--- src/rtl/exception_unit_pkg.sv ---
// Shared definitions for the MEM-stage exception arbiter and CP0.
// Exception flag layout, FSM states, Status/Cause bit positions and ExcCodes.
package exception_unit_pkg;

    typedef struct packed {
        logic Interrupt;
        logic WrongAddressinIF;
        logic ReservedInstruction;
        logic Overflow;
        logic Syscall;
        logic Break;
        logic RdWrongAddressinMEM;
        logic WrWrongAddressinMEM;
        logic Eret;
    } ExceptinPipeType;

    typedef enum logic {
        EXC_IDLE,
        EXC_REDIRECT
    } exc_state_t;

    localparam int unsigned STATUS_IE    = 0;
    localparam int unsigned STATUS_EXL   = 1;
    localparam int unsigned STATUS_IM_LO = 8;
    localparam int unsigned STATUS_IM_HI = 15;

    localparam logic [4:0] CP0_ADDR_STATUS = 5'd12;
    localparam logic [4:0] CP0_ADDR_CAUSE  = 5'd13;
    localparam logic [4:0] CP0_ADDR_EPC    = 5'd14;

    localparam logic [31:0] EXC_VECTOR_DEFAULT = 32'hBFC0_0380;

    localparam logic [4:0] EXCCODE_INT  = 5'h00;
    localparam logic [4:0] EXCCODE_ADEL = 5'h04;
    localparam logic [4:0] EXCCODE_ADES = 5'h05;
    localparam logic [4:0] EXCCODE_SYS  = 5'h08;
    localparam logic [4:0] EXCCODE_BP   = 5'h09;
    localparam logic [4:0] EXCCODE_RI   = 5'h0a;
    localparam logic [4:0] EXCCODE_OV   = 5'h0c;

endpackage

--- src/rtl/exception_unit_prioritizer.sv ---
// Fixed-priority pick of one exception from the gated flag set.
// The Interrupt field of flags already carries the resolved interrupt-pending state.
module exception_unit_prioritizer
    import exception_unit_pkg::*;
(
    input  ExceptinPipeType flags,
    output ExceptinPipeType winner,
    output logic            found,
    output logic            is_eret
);

    always_comb begin
        winner = '0;
        if (flags.Interrupt)                winner.Interrupt           = 1'b1;
        else if (flags.WrongAddressinIF)    winner.WrongAddressinIF    = 1'b1;
        else if (flags.ReservedInstruction) winner.ReservedInstruction = 1'b1;
        else if (flags.Overflow)            winner.Overflow            = 1'b1;
        else if (flags.Syscall)             winner.Syscall             = 1'b1;
        else if (flags.Break)               winner.Break               = 1'b1;
        else if (flags.RdWrongAddressinMEM) winner.RdWrongAddressinMEM = 1'b1;
        else if (flags.WrWrongAddressinMEM) winner.WrWrongAddressinMEM = 1'b1;
        else if (flags.Eret)                winner.Eret                = 1'b1;
        found   = |winner;
        is_eret = winner.Eret;
    end

endmodule

--- src/rtl/exception_unit.sv ---
// MEM-stage exception arbiter: forwards in-flight mtc0 writes, resolves interrupts,
// hands one winner to CP0 for a cycle and holds a valid/ready redirect to IF.
module exception_unit
    import exception_unit_pkg::*;
#(
    parameter logic [31:0] EXC_VECTOR   = EXC_VECTOR_DEFAULT,
    parameter int unsigned TIMER_IP_BIT = 15
) (
    input  logic            clk,
    input  logic            rst,
    input  logic            MemValid_i,
    input  ExceptinPipeType ExceptType_i,
    input  logic [31:0]     MemPC_i,
    input  logic            IsDelaySlot_i,
    input  logic [31:0]     MemVAddr_i,
    input  logic [31:0]     CP0Status_i,
    input  logic [31:0]     CP0Cause_i,
    input  logic [31:0]     CP0EPC_i,
    input  logic            CP0TimerInterrupt_i,
    input  logic            CP0Wr_i,
    input  logic [4:0]      CP0WrAddr_i,
    input  logic [31:0]     CP0WrData_i,
    input  logic            RedirectReady_i,
    output ExceptinPipeType ExceptTypeFinal_o,
    output logic            IsDelaySlot_o,
    output logic [31:0]     PCAdd4_o,
    output logic [31:0]     VirtualAddr_o,
    output logic            Flush_o,
    output logic            RedirectValid_o,
    output logic [31:0]     RedirectPC_o,
    output logic            Stall_o
);

    localparam logic [31:0] TIMER_MASK = 32'(1) << TIMER_IP_BIT;

    exc_state_t      state;
    logic [31:0]     eff_status;
    logic [31:0]     eff_cause;
    logic [31:0]     eff_epc;
    logic [31:0]     cause_ip;
    logic            int_pending;
    logic            accept;
    ExceptinPipeType gated;
    ExceptinPipeType winner;
    logic            found;
    logic            is_eret;
    logic            unused_bits;

    // Only Cause.IP[1:0] (software interrupts) are writable by mtc0, so only they forward.
    always_comb begin
        eff_status = (CP0Wr_i && CP0WrAddr_i == CP0_ADDR_STATUS) ? CP0WrData_i : CP0Status_i;
        eff_epc    = (CP0Wr_i && CP0WrAddr_i == CP0_ADDR_EPC)    ? CP0WrData_i : CP0EPC_i;
        eff_cause  = CP0Cause_i;
        if (CP0Wr_i && CP0WrAddr_i == CP0_ADDR_CAUSE)
            eff_cause[9:8] = CP0WrData_i[9:8];
        cause_ip = eff_cause | (CP0TimerInterrupt_i ? TIMER_MASK : '0);

        accept      = MemValid_i && (state == EXC_IDLE);
        int_pending = (|(cause_ip[STATUS_IM_HI:STATUS_IM_LO] & eff_status[STATUS_IM_HI:STATUS_IM_LO]))
                      && eff_status[STATUS_IE] && !eff_status[STATUS_EXL];

        gated           = accept ? ExceptType_i : '0;
        gated.Interrupt = accept && int_pending;
    end

    assign unused_bits = ^{eff_status[31:16], eff_status[7:2], cause_ip[31:16], cause_ip[7:0],
                           ExceptType_i.Interrupt};

    exception_unit_prioritizer u_prio (
        .flags   (gated),
        .winner  (winner),
        .found   (found),
        .is_eret (is_eret)
    );

    always_ff @(posedge clk) begin
        if (rst) begin
            state             <= EXC_IDLE;
            ExceptTypeFinal_o <= '0;
            IsDelaySlot_o     <= 1'b0;
            PCAdd4_o          <= '0;
            VirtualAddr_o     <= '0;
            Flush_o           <= 1'b0;
            RedirectValid_o   <= 1'b0;
            RedirectPC_o      <= '0;
            Stall_o           <= 1'b0;
        end else begin
            case (state)
                EXC_IDLE: begin
                    ExceptTypeFinal_o <= winner;
                    Flush_o           <= found;
                    if (found) begin
                        IsDelaySlot_o   <= IsDelaySlot_i;
                        PCAdd4_o        <= MemPC_i + 32'd4;
                        VirtualAddr_o   <= winner.WrongAddressinIF ? MemPC_i : MemVAddr_i;
                        RedirectValid_o <= 1'b1;
                        RedirectPC_o    <= is_eret ? eff_epc : EXC_VECTOR;
                        Stall_o         <= 1'b1;
                        state           <= EXC_REDIRECT;
                    end
                end
                EXC_REDIRECT: begin
                    ExceptTypeFinal_o <= '0;
                    Flush_o           <= 1'b0;
                    if (RedirectReady_i) begin
                        RedirectValid_o <= 1'b0;
                        RedirectPC_o    <= '0;
                        Stall_o         <= 1'b0;
                        state           <= EXC_IDLE;
                    end
                end
                default: state <= EXC_IDLE;
            endcase
        end
    end

endmodule

--- config.mk ---
export PLATFORM = sky130hd
export DESIGN_NAME = exception_unit
export DESIGN_NICKNAME = d
export VERILOG_FILES = /design/src/rtl/exception_unit_pkg.sv /design/src/rtl/exception_unit_prioritizer.sv /design/src/rtl/exception_unit.sv
export SDC_FILE = /design/constraint.sdc
export NUM_CORES = 1
export LEC_CHECK = 0
export CAP_MARGIN = 20
export CORE_AREA = 2 2 125 127
export DETAILED_ROUTE_END_ITERATION = 12
export DIE_AREA = 0 0 127 129
export PLACE_DENSITY = 0.76
export SLEW_MARGIN = 15
export SYNTH_ARGS = -nofsm -noshare
export SYNTH_HDL_FRONTEND = slang
export SYNTH_SLANG_ARGS = --single-unit
--- constraint.sdc ---
create_clock -name clk -period 3.8 [get_ports clk]
set_clock_uncertainty 0.15 [all_clocks]
set_input_delay 0.95 -clock clk [delete_from_list [all_inputs] [get_ports clk]]
set_output_delay 0.95 -clock clk [all_outputs]
set_load 0.01 [all_outputs]
# After elaboration in Yosys (flattened, before gate mapping)

Index checks and enable logic that the tools add are counted.

Input bits: 213
Output and inout port bits: 109
Register bits: 109
Logic and storage cells: 72

Equal/unequal tests: 5
$add $sub $neg: 1
Bitwise gates (word level): 3
Multiplexer cells: 35
Reductions and logical operators: 12

Operators by type and width:

| operator                | number |
|---|---|
| $mux W32                | 5 |
| $pmux W32 S2            | 1 |
| $add A32 B3 Y32 const B | 1 |
| $mux W16                | 2 |
| $pmux W9 S2             | 1 |
| $mux W8                 | 2 |
| $or A16 B16 Y16         | 1 |
| $eq A5 B4 Y1 const B    | 3 |
| $mux W1                 | 14 |
| $reduce_or A9 Y1        | 1 |
| $and A8 B8 Y8           | 1 |
| $reduce_or A8 Y1        | 1 |
| $logic_and A1 B1 Y1     | 7 |
| $mux W7                 | 1 |
| $mux W6                 | 1 |
| $pmux W1 S2             | 3 |
| $mux W5                 | 1 |
| $mux W2                 | 2 |
| $mux W4                 | 1 |
| $ne A2 B2 Y1 const B    | 2 |
| $reduce_and A2 Y1       | 2 |
| $mux W3                 | 1 |
| $logic_not A1 Y1        | 1 |
| $not A1 Y1              | 1 |

# Depth between registers and ports, before layout

Gate-level depths: netlist of the first run.

Word-level depth: 15
Gate-level depth with buffers: 9
Depth with buffers taken out: 7

# Cells and area by module

From an unflattened synthesis of the first run, not the netlist that was laid out.

Cell total of the unflattened synthesis: 575
Area, all modules: 5,121.2 um2

Modules (own cells, without submodules):

| module                     | times used | cells each | area each (um2) | sequential area each (um2) |
|---|---|---|---|---|
| exception_unit             | 1          | 558        | 5,008.6         | 2,182.1 |
| exception_unit_prioritizer | 1          | 17         | 112.6           | 0.0 |

# Least setup slack after synthesis of the first run

OpenSTA, ideal clock, no wires.

Path type: in2reg
From: input port CP0WrAddr_i[4]
To: register VirtualAddr_o[0]
Setup time: 0.119 ns
Path slack: 0.538 ns
Arrival time: 2.994 ns
Required time: 3.531 ns
Cell stages on the path: 9
Path through: nand4b_4 nor3_4 mux2_2 a221o_1 o21ai_1 buf_2 buf_2 a21oi_1 o221a_2

Cells in the longest elaborated chain, start to end: 12

RTL lines:

| what                                      | line                             | source |
|---|---|---|
| from (decl)                               | exception_unit.sv:21             | `input logic [4:0] CP0WrAddr_i,` |
| $eq A5 B4 Y1                              | exception_unit.sv:54             | `if (CP0Wr_i && CP0WrAddr_i == CP0_ADDR_CAUSE)` |
| $logic_and A1 B1 Y1                       | exception_unit.sv:54             |  |
| $mux W2                                   | exception_unit.sv:54             |  |
| $or A16 B16 Y16                           | exception_unit.sv:56             | `cause_ip = eff_cause \| (CP0TimerInterrupt_i ? TIMER_MASK : '0);` |
| $and A8 B8 Y8                             | exception_unit.sv:59             | `int_pending = (\|(cause_ip[STATUS_IM_HI:STATUS_IM_LO] & eff_status[STATUS_IM_HI:STATUS_IM_LO]))` |
| $reduce_or A8 Y1                          | exception_unit.sv:59             |  |
| $logic_and A1 B1 Y1                       | exception_unit.sv:60             | `&& eff_status[STATUS_IE] && !eff_status[STATUS_EXL];` |
| $logic_and A1 B1 Y1 *                     | exception_unit.sv:60             |  |
| $logic_and A1 B1 Y1 *                     | exception_unit.sv:63             | `gated.Interrupt = accept && int_pending;` |
| $mux W8 / $mux W1 (equally long branches) | exception_unit_prioritizer.sv:14 | `if (flags.Interrupt) winner.Interrupt = 1'b1;` |
| $reduce_or A9 Y1                          | exception_unit_prioritizer.sv:23 | `found = \|winner;` |
| $reduce_and A2 Y1 (no line)               | n/a                              |  |
| to (signal assigned)                      | exception_unit.sv:95             | `VirtualAddr_o <= winner.WrongAddressinIF ? MemPC_i : MemVAddr_i;` |
| to (decl)                                 | exception_unit.sv:27             | `output logic [31:0] VirtualAddr_o,` |

Every way passes the cells marked *; elsewhere a longest branch is shown, timed or not.
A chain may end at the register's enable or synchronous reset.

# Worst setup path in the final report of the first run

From: input port CP0WrAddr_i[0]
To: register PCAdd4_o[20]

Cells in the longest elaborated chain, start to end: 12

RTL lines:

| what                                      | line                             | source |
|---|---|---|
| $eq A5 B4 Y1                              | exception_unit.sv:54             |  |
| $logic_and A1 B1 Y1                       | exception_unit.sv:54             |  |
| $mux W2                                   | exception_unit.sv:54             |  |
| $or A16 B16 Y16                           | exception_unit.sv:56             |  |
| $and A8 B8 Y8                             | exception_unit.sv:59             |  |
| $reduce_or A8 Y1                          | exception_unit.sv:59             |  |
| $logic_and A1 B1 Y1                       | exception_unit.sv:60             |  |
| $logic_and A1 B1 Y1 *                     | exception_unit.sv:60             |  |
| $logic_and A1 B1 Y1 *                     | exception_unit.sv:63             |  |
| $mux W8 / $mux W1 (equally long branches) | exception_unit_prioritizer.sv:14 |  |
| $reduce_or A9 Y1 *                        | exception_unit_prioritizer.sv:23 |  |
| $reduce_and A2 Y1 (no line) *             | n/a                              |  |
| to (signal assigned)                      | exception_unit.sv:94             | `PCAdd4_o <= MemPC_i + 32'd4;` |
| to (decl)                                 | exception_unit.sv:26             | `output logic [31:0] PCAdd4_o,` |

Marked as above.

==> impl_metrics.env, run 1 <==
export IMPL_final_common_cell="clkdlybuf4s50_1"
export IMPL_cts_sinks=109
export IMPL_hpwl_mm=14.0
export IMPL_layout_nets=1024
export IMPL_crit_required_ns=3.90
export IMPL_max_cap_violations=0
export IMPL_cts_path_max_buffers=2
export IMPL_first_pass_iters=4
export IMPL_cts_made_buffers=9
export IMPL_fin_ws_ns=0.296
export IMPL_chipHeight_um=129
export IMPL_pre_cts_ws_ns=-0.0762
export IMPL_cts_resized=0
export IMPL_grt_max_degree=66
export IMPL_mostFrequentLayoutCells="clkdlybuf4s50_1, dfxtp_1, nor2_1, a21oi_1, o221a_2"
export IMPL_clk_latency_ns=0.35
export IMPL_grt_pass1_vias=5063
export IMPL_worst_ep_arrival_time_ns=3.60
export IMPL_grt_pass1_wl_mm=27.9
export IMPL_path_clk_slew_ns=0.07
export IMPL_drt_initial_drc_count=371
export IMPL_dpl_cell_area_um2=8230
export IMPL_postCtsSetupRepairBufs=0
export IMPL_ys_ff_latch=109
export IMPL_post_drt_wl_per_cell_um=18.3
export IMPL_holdBufCountCts=0
export IMPL_via_per_inst=5.26
export IMPL_post_synth_xor_area_fraction_pct=4.61
export IMPL_synthMuxAreaShare_pct=8.45
export IMPL_synth_distinct_cells=50
export IMPL_period_share_pct=92.2
export IMPL_fp_coreArea_um2=15000
export IMPL_cts_tree="done"
export IMPL_synth_compound_area_share_pct=23.4
export IMPL_crit_path_start_kind="input port"
export IMPL_insertedDiodeCount=0
export IMPL_finalCoreUtilization_pct=56.9
export IMPL_drt_wl_total_mm=18.4
export IMPL_hold_path_class="reg2reg"
export IMPL_hold_slack_ns=0.318
export IMPL_yosysWarnings=0
export IMPL_drcViolationCount=0
export IMPL_ys_seq_area_share_pct=42.6
export IMPL_synth_adder_area_share_pct=0.244
export IMPL_tightest_slew_ns=0.733
export IMPL_dieArea_um2=16400
export IMPL_irDropWorstVdd_uv=257
export IMPL_numPortBuffers=274
export IMPL_drtAntennaViolNets=0
export IMPL_setup_violations=0
export IMPL_io_pins=322
export IMPL_finalHoldViolCount=0
export IMPL_drv_slew=0
export IMPL_syn_to_final_growth_pct=66.3
export IMPL_vias=5279
export IMPL_overflow=0
export IMPL_clock_fmax_ghz=0.285
export IMPL_synthSimpleGateAreaFrac_pct=16.4
export IMPL_syn_nets=752
export IMPL_synthTopCellsByArea="dfxtp_1, o221a_2, mux2_2"
export IMPL_syn_avg_cell_area_um2=9.53
export IMPL_core_rowCount=45
export IMPL_cts_root_buf="clkbuf_16"
export IMPL_synth_top_family_by_area="compound AO/OA/AOI/OAI gates"
export IMPL_path_max_fanout=11
export IMPL_power_leakage_nw=3.07
export IMPL_synth_largest_area_cell="dfxtp_1"
export IMPL_crit_path_end_kind="flip-flop"
export IMPL_grt_use_total_pct=21.7
export IMPL_synth_area_um2=5120
export IMPL_synthCells=538
export IMPL_crit_type="in2reg"
export IMPL_initial_core_util_pct=34.2
export IMPL_synthFlopType="dfxtp_1"
export IMPL_powerDensity_nw_per_um2=348
export IMPL_drive_gt1_share_pct=14.8
export IMPL_yosys_area_top_type_share_pct=42.6
export IMPL_synth_edf_count=0
export IMPL_synthArstFlopShare_pct=0
export IMPL_antenna_found_initial=0
export IMPL_run_status="complete, no violations"
export IMPL_die_x_um=127
export IMPL_post_route_cell_area_um2=8520
export IMPL_htreeDepth=3
export IMPL_gp_congestion=0.786
export IMPL_max_slew_margin_rel_pct=51.1
export IMPL_finalWorstPathRequiredPeriod_ns=3.50
export IMPL_tns_ns=0
export IMPL_rsz0062_at_grt="false"
stage by stage:
| stage | instances | total power [W] |
|---|---|---|
| after detailed placement | 987 | 0.00207 |
| after CTS | 1003 | 0.00300 |
| after global placement | 987 | 0.00206 |
| after floorplan | 538 | 0.00160 |
| after global routing | 1003 | 0.00311 |
| final | 1003 | 0.00297 |
metal layers:
metal,vias to the layer above,part of all wire [%],global-route usage (%)
li1,2585,-,-
met1,2457,39,25.4
met2,216,50,38.7
met3,21,8.9,6.07
met4,0,1.7,6.79
met5,-,0,0
worst paths after layout:
check / start / cells after the start / to / slack, ns
setup reg to reg: state$_SDFF_PP0_ / 6 / PCAdd4_o[20]$_SDFFE_PP0P_ / 1.73
hold reg to reg: RedirectPC_o[12]$_SDFFE_PP0P_ / 1 / RedirectPC_o[12]$_SDFFE_PP0P_ / 0.32
setup / recovery: CP0WrAddr_i[0] / 10 / PCAdd4_o[20]$_SDFFE_PP0P_ / 0.30
hold / removal: RedirectPC_o[12]$_SDFFE_PP0P_ / 1 / RedirectPC_o[12]$_SDFFE_PP0P_ / 0.32
power by group:
| part | internal, W | switching, W |
|---|---|---|
| logic | 0.000445 | 0.000319 |
| registers | 0.00123 | 0.0000449 |
| clock network | 0.000475 | 0.000455 |
| total | 0.00215 | 0.000819 |
worst max-delay path: stages:
cell             delay, ns
clkdlybuf4s50_1       0.46
buf_4                 0.18
nor3_4                0.25
mux2_2                0.37
a221o_1               0.43
o21ai_4               0.18
buf_4                 0.16
nand2_1               0.13
buf_4                 0.23
a211oi_1              0.24
sequential cells by signal, summed over array words and instances (netlist names):
register and count:
ExceptTypeFinal_o 9, Flush_o 1, IsDelaySlot_o 1, PCAdd4_o 32
RedirectPC_o 32, Stall_o 1, VirtualAddr_o 32, state 1
layout make-up:
| cell class | instances | area [um2] |
|---|---|---|
| clock buffer | 10 | 239 |
| fill | 1376 | 6450 |
| multi-input combinational | 380 | 2740 |
| timing repair buffer | 308 | 3070 |
| tap | 188 | 235 |
| sequential | 109 | 2180 |
| inverter | 2 | 7.51 |
| clock inverter | 6 | 53.8 |
Yosys cell counts, types with 2 or more instances:
master and number:
dfxtp_1 109, nor2_1 44, a21oi_1 42, o221a_2 32, nand2_1 31, nor3_1 30
clkbuf_1 27, mux2_2 25, a211oi_1 24, a32o_1 20, nand3_1 17, xor2_1 17
mux2i_1 14, a221oi_1 13, buf_2 12, xnor2_1 10, and3_1 7, buf_4 7
nand4_1 7, o21ai_0 6, o31ai_1 4, and2_1 3, and4_1 3, nor3b_1 3
inv_1 2, nand2b_1 2, nor2_2 2, nor3_4 2, o21a_1 2
cell families after synthesis:
group / after synthesis
compound gates: 150
simple gates: 162
flops: 109
xor+xnor: 27
fa+ha+maj: 1
mux: 40
buf+inv: 49
Note: power is estimated with default switching activity, not from simulation.
==> run 2: changes to the inputs <==
--- a/config.mk
+++ b/config.mk
@@ -6,10 +6,10 @@
 export NUM_CORES = 1
 export LEC_CHECK = 0
 export CAP_MARGIN = 20
-export CORE_AREA = 2 2 125 127
+export CORE_MARGIN = 5
+export CORE_UTILIZATION = 37
 export DETAILED_ROUTE_END_ITERATION = 12
-export DIE_AREA = 0 0 127 129
-export PLACE_DENSITY = 0.76
+export PLACE_DENSITY = 0.81
 export SLEW_MARGIN = 15
 export SYNTH_ARGS = -nofsm -noshare
 export SYNTH_HDL_FRONTEND = slang
==> impl_metrics.env, run 2 (synthesized netlist as in run 1, its figures left out) <==
export IMPL_crit_path_end_kind="flip-flop"
export IMPL_finalWorstPathRequiredPeriod_ns=3.52
export IMPL_drv_slew=0
export IMPL_layout_nets=1019
export IMPL_hpwl_mm=15.1
export IMPL_rr_worst_depth=6
export IMPL_crit_end="VirtualAddr_o[8]$_SDFFE_PP0P_"
export IMPL_grt_max_degree=66
export IMPL_worst_ep_arrival_time_ns=3.60
export IMPL_cts_root_buf="clkbuf_16"
export IMPL_holdBufCountCts=0
export IMPL_tightest_slew_ns=0.456
export IMPL_max_slew_margin_rel_pct=69.5
export IMPL_globalRouteMet3Util_pct=7.04
export IMPL_pre_cts_ws_ns=-0.0580
export IMPL_numPortBuffers=274
export IMPL_fp_coreArea_um2=13700
export IMPL_multiInputGateArea_um2=2740
export IMPL_rsz0062_at_grt="false"
export IMPL_cts_tree="done"
export IMPL_reg_top3="PCAdd4_o (32), RedirectPC_o (32), VirtualAddr_o (32)"
export IMPL_die_x_um=128
export IMPL_p_int_w=0.00216
export IMPL_grt_pass1_wl_mm=30.1
export IMPL_grt_use_total_pct=22.9
export IMPL_pwr_share_comb_pct=26.1
export IMPL_antenna_found_initial=0
export IMPL_via_per_inst=5.52
export IMPL_crit_type="in2reg"
export IMPL_clk_latency_ns=0.33
export IMPL_crit_path_start="CP0WrAddr_i[0]"
export IMPL_post_drt_wl_per_cell_um=19.8
export IMPL_setup_violations=0
export IMPL_seqPwrFrac_pct=43.4
export IMPL_power_leakage_nw=3.05
export IMPL_chipHeight_um=128
export IMPL_grt_pass1_vias=5530
export IMPL_crit_required_ns=3.88
export IMPL_nFillCells=1137
export IMPL_grt_util_met2_pct=40.2
export IMPL_drt_wl_total_mm=19.6
export IMPL_clkPwrFrac_pct=30.5
export IMPL_run_status="complete, no violations"
export IMPL_clock_fmax_ghz=0.284
export IMPL_power_switching_w=0.000791
export IMPL_grtUsageMet1_pct=27.5
export IMPL_r2r_start="state$_SDFF_PP0_"
export IMPL_syn_to_final_growth_pct=65.7
export IMPL_vias=5464
export IMPL_fin_ws_ns=0.276
export IMPL_hold_path_class="reg2reg"
export IMPL_cts_made_buffers=9
export IMPL_drive_gt1_share_pct=14.1
export IMPL_final_common_cell="clkdlybuf4s50_1"
export IMPL_path_clk_slew_ns=0.07
export IMPL_cts_path_max_buffers=2
export IMPL_io_pins=322
export IMPL_core_rowCount=43
export IMPL_gp_congestion=0.891
export IMPL_htreeDepth=3
export IMPL_hold_slack_ns=0.314
export IMPL_crit_path_start_kind="input port"
export IMPL_irDropWorstVdd_uv=227
export IMPL_first_pass_iters=5
export IMPL_swShare_pct=26.8
export IMPL_dieArea_um2=16300
export IMPL_finalHoldViolCount=0
export IMPL_insertedDiodeCount=0
export IMPL_overflow=0
export IMPL_powerDensity_nw_per_um2=347
export IMPL_period_share_pct=92.7
export IMPL_seqCellArea_um2=2180
export IMPL_finalCoreUtilization_pct=61.9
export IMPL_drtAntennaViolNets=0
export IMPL_busiest_layer="met2"
export IMPL_cts_sinks=109
export IMPL_path_max_fanout=31
export IMPL_drt_initial_drc_count=318
export IMPL_reg2reg_to="RedirectPC_o[27]$_SDFFE_PP0P_"
export IMPL_tns_ns=0
export IMPL_hold_depth=1
export IMPL_drcViolationCount=0
export IMPL_worst_r2r_setup_slack_ns=1.80
export IMPL_mostFrequentLayoutCells="clkdlybuf4s50_1, dfxtp_1, nor2_1, a21oi_1, o221a_2"
export IMPL_post_route_cell_area_um2=8490
export IMPL_initial_core_util_pct=37.4
export IMPL_max_cap_violations=0
export IMPL_dpl_cell_area_um2=8210
[run 2: worst max-delay path, cell delays in order]
cell	delay, ns
clkdlybuf4s50_1	0.52
mux2_1	0.34
a22o_1	0.23
o31ai_1	0.27
o2111ai_1	0.19
buf_4	0.18
o21ai_4	0.26
nand3_1	0.17
buf_12	0.21
o221a_2	0.26
[run 2: how the worst min path moves through the flow]
stage / endpoint / from / slack (ns)
floorplan: state$_SDFF_PP0_ / state$_SDFF_PP0_ / 0.32
global placement: RedirectPC_o[6]$_SDFFE_PP0P_ / RedirectPC_o[6]$_SDFFE_PP0P_ / 0.30
detailed placement: RedirectPC_o[18]$_SDFFE_PP0P_ / RedirectPC_o[18]$_SDFFE_PP0P_ / 0.30
CTS: RedirectPC_o[18]$_SDFFE_PP0P_ / RedirectPC_o[18]$_SDFFE_PP0P_ / 0.32
global route: RedirectPC_o[12]$_SDFFE_PP0P_ / RedirectPC_o[12]$_SDFFE_PP0P_ / 0.33
finish: RedirectPC_o[18]$_SDFFE_PP0P_ / RedirectPC_o[18]$_SDFFE_PP0P_ / 0.31
[run 2: what timing repair did]
item	4_1_cts	5_1_grt
gates resized for setup	0	1
buffers inserted	0	0
endpoints found under the setup margin	0	1
[run 2: stage by stage]
step | power (W) | std cells
after floorplan | 0.00160 | 538
after global placement | 0.00205 | 974
after detailed placement | 0.00207 | 974
after CTS | 0.00297 | 990
after global routing | 0.00307 | 990
final | 0.00295 | 990
[run 2: final cells by class]
cell class / count / share of cell area, %
clock buffers: 13 / 3.07
well taps: 180 / 2.65
multi-input cells: 380 / 32.3
clock inverters: 3 / 0.221
inverters: 2 / 0.0884
repair buffers: 303 / 36.0
flip-flops and latches: 109 / 25.7
[run 2: power by group through the flow]
stage / combinational, W / clock [W] / sequential, W
finish: 0.000769 / 0.000899 / 0.00128
global route: 0.000824 / 0.000955 / 0.00129
CTS: 0.000773 / 0.000913 / 0.00128
detailed placement: 0.000769 / 0 / 0.00130
global placement: 0.000752 / 0 / 0.00130
floorplan: 0.000259 / 0 / 0.00134
[run 2: layer usage]
| layer | vias to the layer above | routed length [um] | share of wire, % |
|---|---|---|---|
| met3 | 23 | 1890 | 9.6 |
| li1 | 2574 | - | - |
| met4 | 0 | 344 | 1.8 |
| met1 | 2608 | 7700 | 39 |
| met2 | 259 | 9630 | 49 |
| met5 | - | 0 | 0 |
